===== src/rtl/parity_gen.sv =====
// Registered even/odd parity generator with optional receive-side checker.
// Define PARITY_CHECK_EN to add rx_par/par_odd inputs and par_err/err_cnt outputs.
module parity_gen #(
  parameter int WIDTH  = 9,
  parameter int ERR_CW = 8
) (
  input  logic              clk,
  input  logic              rst,
  input  logic              in_valid,
  input  logic [WIDTH-1:0]  x,
`ifdef PARITY_CHECK_EN
  input  logic              rx_par,
  input  logic              par_odd,
  output logic              par_err,
  output logic [ERR_CW-1:0] err_cnt,
`endif
  output logic              out_valid,
  output logic [WIDTH-1:0]  x_q,
  output logic              ep,
  output logic              op
);

  logic             out_valid_q, out_valid_d;
  logic [WIDTH-1:0] data_q, data_d;
  logic             ep_q, ep_d;
  logic             ep_next;

  assign ep_next = ^x;

  always_comb begin
    out_valid_d = in_valid;
    data_d      = data_q;
    ep_d        = ep_q;
    if (in_valid) begin
      data_d = x;
      ep_d   = ep_next;
    end
  end

  always_ff @(posedge clk) begin
    if (rst) begin
      out_valid_q <= 1'b0;
      data_q      <= '0;
      ep_q        <= 1'b0;
    end else begin
      out_valid_q <= out_valid_d;
      data_q      <= data_d;
      ep_q        <= ep_d;
    end
  end

  assign out_valid = out_valid_q;
  assign x_q       = data_q;
  assign ep        = ep_q;
  // Odd parity is the complement in every state, reset included
  assign op        = ~ep_q;

`ifdef PARITY_CHECK_EN
  logic              op_next;
  logic              par_err_q, par_err_d;
  logic [ERR_CW-1:0] err_cnt_q, err_cnt_d;

  assign op_next = ~ep_next;

  always_comb begin
    par_err_d = 1'b0;
    err_cnt_d = err_cnt_q;
    if (in_valid)
      par_err_d = rx_par ^ (par_odd ? op_next : ep_next);
    if (par_err_d && (err_cnt_q != '1))
      err_cnt_d = err_cnt_q + ERR_CW'(1);
  end

  always_ff @(posedge clk) begin
    if (rst) begin
      par_err_q <= 1'b0;
      err_cnt_q <= '0;
    end else begin
      par_err_q <= par_err_d;
      err_cnt_q <= err_cnt_d;
    end
  end

  assign par_err = par_err_q;
  assign err_cnt = err_cnt_q;
`endif

endmodule


===== config.mk =====
export PLATFORM = sky130hd
export DESIGN_NAME = parity_gen
export DESIGN_NICKNAME = d
export VERILOG_FILES = /design/src/rtl/parity_gen.sv
export SDC_FILE = /design/constraint.sdc
export NUM_CORES = 1
export LEC_CHECK = 0
export ABC_AREA = 1
export CAP_MARGIN = 20
export CORE_UTILIZATION = 38
export CTS_BUF_LIST = sky130_fd_sc_hd__clkbuf_8 sky130_fd_sc_hd__clkbuf_16
export DETAILED_ROUTE_END_ITERATION = 10
export PLACE_DENSITY = 0.75
export SLEW_MARGIN = 30
export SYNTH_ARGS = -nofsm -noshare
export SYNTH_HDL_FRONTEND = slang
export SYNTH_SLANG_ARGS = --single-unit

===== constraint.sdc =====
create_clock -name clk -period 1 [get_ports clk]
set_input_delay 0.25 -clock clk [delete_from_list [all_inputs] [get_ports clk]]
set_output_delay 0.25 -clock clk [all_outputs]
set_load 0.01 [all_outputs]

==> results <==
- For this run, design rule violations remaining after detail routing come to 0.
- The category of the critical setup timing path is reg2out.
- The slew at the pin with the worst max-slew slack is around 0.21 ns.
- The share of synthesized area occupied by flip-flops and latches is 0.425.
- The synthesis-to-finish area growth is 68.6%.
- In this run, the number of DRC markers left after iteration 0 of detailed routing was 7.
- The deepest clock path buffer count is 2.
- The final clock skew is 0 ns.
- For this design the top-level I/O count stands at 24.
- The power density relative to cell area is ~1400 nW/µm².
- The data arrival time of the critical path is about 0.73 ns.
- The run finished with clean final reports.
- The maximum net fanout on the critical path is 2.
- The number of buffers created by CTS is 3.
- The floorplan has 12 rows.
- The Yosys step of the flow raised 0 warnings.
- The cell taking the most area after synthesis is dfxtp_1.
- The analysis attributes to net switching a power of ~0.34 mW.
- Fill cells in the final layout number 96.
- The cell internal power dissipation is between 0.8 and 0.9 mW.
- The number of search-and-repair iterations in the first detailed-routing pass is 4.
- The number of antenna violations at the first check in global routing is 0.
- The post-CTS clock slew at the launch and capture registers of the worst setup and hold paths is ~0.050 ns.
- The nature of the critical path startpoint is a flop.
- Total power for the finished layout comes to ~1.2 mW.
- The worst setup path is captured at an output port.
- Summed over all cells, the static leakage comes to about 0.5 nW.
- The tool flagged a number of max-cap violations equal to 0.
- The placed instances occupy a cell area of approximately 860 µm².
- Port buffering added 23 buffers.
- The mux share of post-synthesis cell area is 0.
- The CTS tree is built.
- Dividing the synthesized area by the synthesized cell count gives 6.82 µm².
- The max-slew headroom at the worst pin is 0.860.
- For hold timing, the worst endpoint is x_q[6]$_SDFFE_PP0P_.
- The commonest non-fill, non-tap cell in the layout is buf_4.
- After synthesis, the largest family of logic cells by area is simple AND/OR/NAND/NOR gates.
- The number of hold violations in the final report came to 0.
- The share of total power dissipated in combinational logic is 0.240.
- The die is around 39 µm tall.
- The number of cells in the finished layout apart from fillers is 130.
- The worst path in the final design needs a cycle of roughly 0.98 ns, including I/O delays and setup.
- The min-delay analysis places its worst path in the category in2reg.
- Yosys mapped the design onto 14 distinct sky130hd cell types.
- The maximum vdd drop is 0.00108 V.
- The number of synthesized register bits is 11.
- Summing all non-filler instances in the final layout gives an area of about 870 µm².
- For this design, the sink count on the clock tree is 11.
- The area share of the largest cell type after synthesis is 0.425.
- The worst reg-to-reg path cell count is 5.
- For the worst setup path, the data required time is ~0.75 ns.
- Entering global routing, the biggest net connects 12 pins.
- The area taken by multi-input logic gates is 274 µm².
- In the final routed layout, each cell accounts on average for about 12 µm.
- The repair_antennas step left the layout with diodes totalling 0.
- After the last flow step, the layout net total stands at 129.
- Of the total power, the share spent switching nets is 0.277.
- The depth of the worst hold-timing path is 3.
- The width of the die is just under 40 µm.
- Dividing the final minimum period by the clock period gives 0.980.
- The global-route congestion overflow total is 0.
- The global-route wire length before repair is approximately 2200 µm.
- The xor/xnor cell area share of the yosys netlist is 0.0338.
- By area the synthesized netlist is led by dfxtp_1 (43%), nand2_1 (15%), a211oi_1 (10%).
- The share of cells above drive strength 1 is 0.457.
- The number of pins with negative max-slew slack in the final report is 0.
- The number of cells produced by synthesis is 76.
- The worst hold margin is ~0.30 ns.
- The end of the worst register-to-register path is ep$_SDFFE_PP0P_.
- The part of the total power dissipated in sequential elements is 0.395.
- The initial utilization of the core area, before any placement, comes to 0.437.
- The area occupied by registers is between 200 and 250 µm².
- The number of instances in the placed design is ~130.
- For flop-to-flop paths, the worst setup slack is 0.27 ns.
- Setup violations remaining at the end of the flow were counted as 0.
- In this run the clock root is driven by a clkbuf_8.
- The H-tree level count is 1.
- The placeable core region is 1190 µm².
- For this run, the total global-route usage over all layers was measured as 0.225.
- After detailed routing, the number of vias per cell comes to 4.73.
- The post-synthesis adder-cell area fraction is 0.
- The clock group share of total power is 0.365.
- The hold path startpoint is x[6].
- The die footprint is 1510 µm².
- The cell area that synthesis handed to floorplanning was between 500 and 600 µm².
- Of the total synthesized cell area, the portion taken by AND, OR, NAND and NOR gates is 0.278.
- The synthesized netlist net count is slightly below 90.
- The worst reg2reg path startpoint is ep$_SDFFE_PP0P_.
- The routed layout has slightly above 600 vias.
- The detail route stage leaves a number of antenna-violating nets equal to 0.
- The fmax is 1.02 GHz.
- The HPWL after detailed placement is 959 µm.
- The area fraction in compound gates after synthesis is 0.130.
- Leaving out fill and tap cells, the most frequent cells in the layout are buf_4 (16), nand2_1 (15), buf_2 (13).
- The sum of routed wire length over all layers is 1510 µm.
- The number of global-route vias before repair is approximately 530.
- Setup repair after global routing left no endpoint under its margin.
- The final total negative setup slack is 0 ns.
- The global placement routability congestion is between 0.7 and 0.8.
- For the worst-skew pair, the clock arrives at the later sink with an insertion delay of between 0.2 and 0.25 ns.
critical path, cell delays in order, from the launching register on:
cell and delay, ns:
dfxtp_2 0.31, inv_1 0.06, buf_2 0.13
cells in the mapped netlist:
| library cell | instances |
|---|---|
| nand2_1 | 21 |
| inv_1 | 13 |
| dfxtp_1 | 11 |
| nor2_1 | 9 |
| a211oi_1 | 7 |
| nand3_1 | 5 |
| a21oi_1 | 3 |
| buf_2 | 1 |
| buf_4 | 1 |
| clkbuf_1 | 1 |
| inv_2 | 1 |
| nor2_2 | 1 |
| xnor2_1 | 1 |
| xor2_1 | 1 |
cell families after synthesis:
family | Yosys count
AND/OR/NAND/NOR | 36
AO/OA/AOI/OAI | 10
buffers and inverters | 17
XOR/XNOR | 2
flip-flops | 11
per-stage QoR:
stage	util	setup WS (ns)
after global placement	0.727	-0.483
after global routing	0.736	0.000768
final	0.736	0.0205
after CTS	0.733	0.00625
after detailed placement	0.727	-0.525
after floorplan	-	0.0896
power by group through the flow:
stage	Sequential [mW]	Clock, mW	Combinational (mW)
after global placement	0.490	0	0.296
after floorplan	0.506	0	0.107
final	0.482	0.445	0.292
after global routing	0.485	0.475	0.320
after CTS	0.482	0.452	0.277
after detailed placement	0.492	0	0.302
flip-flops by register name, indices dropped and copies added, names as in the netlist:
register and cells:
x_q 9, ep 1, out_valid 1
metal layers:
layer  track usage  vias up  routed length [µm]
li1              -      313                   -
met1         0.269      265                 632
met2         0.354       29                 737
met4         0.190        0                  63
met3        0.0231        8                  73
met5             0        -                   0
layout make-up:
cell class,count,share of cell area
clock inverters,1,0.00430
repair buffers,39,0.301
clock buffers,3,0.0473
well taps,14,0.0201
multi-input cells,48,0.314
inverters,14,0.0602
flip-flops and latches,11,0.254
how the worst max path moves through the flow:
stage,startpoint,endpoint,slack [ns],cells past startpoint
2_1_floorplan,x[7],ep$_SDFFE_PP0P_,0.09,10
3_3_place_gp,x[0],ep$_SDFFE_PP0P_,-0.48,12
3_5_place_dp,x[7],ep$_SDFFE_PP0P_,-0.53,12
4_1_cts,x[1],ep$_SDFFE_PP0P_,0.006,12
5_1_grt,ep$_SDFFE_PP0P_,op,0.0008,2
6_report,ep$_SDFFE_PP0P_,op,0.02,2
timing repair:
action	in CTS	in global routing
setup buffers	1	0
pin swaps	5	12
gates resized for setup	72	19
endpoints found under the setup margin	19	1
hold buffers	0	0
No activity file was read; power rests on OpenSTA's default activity.
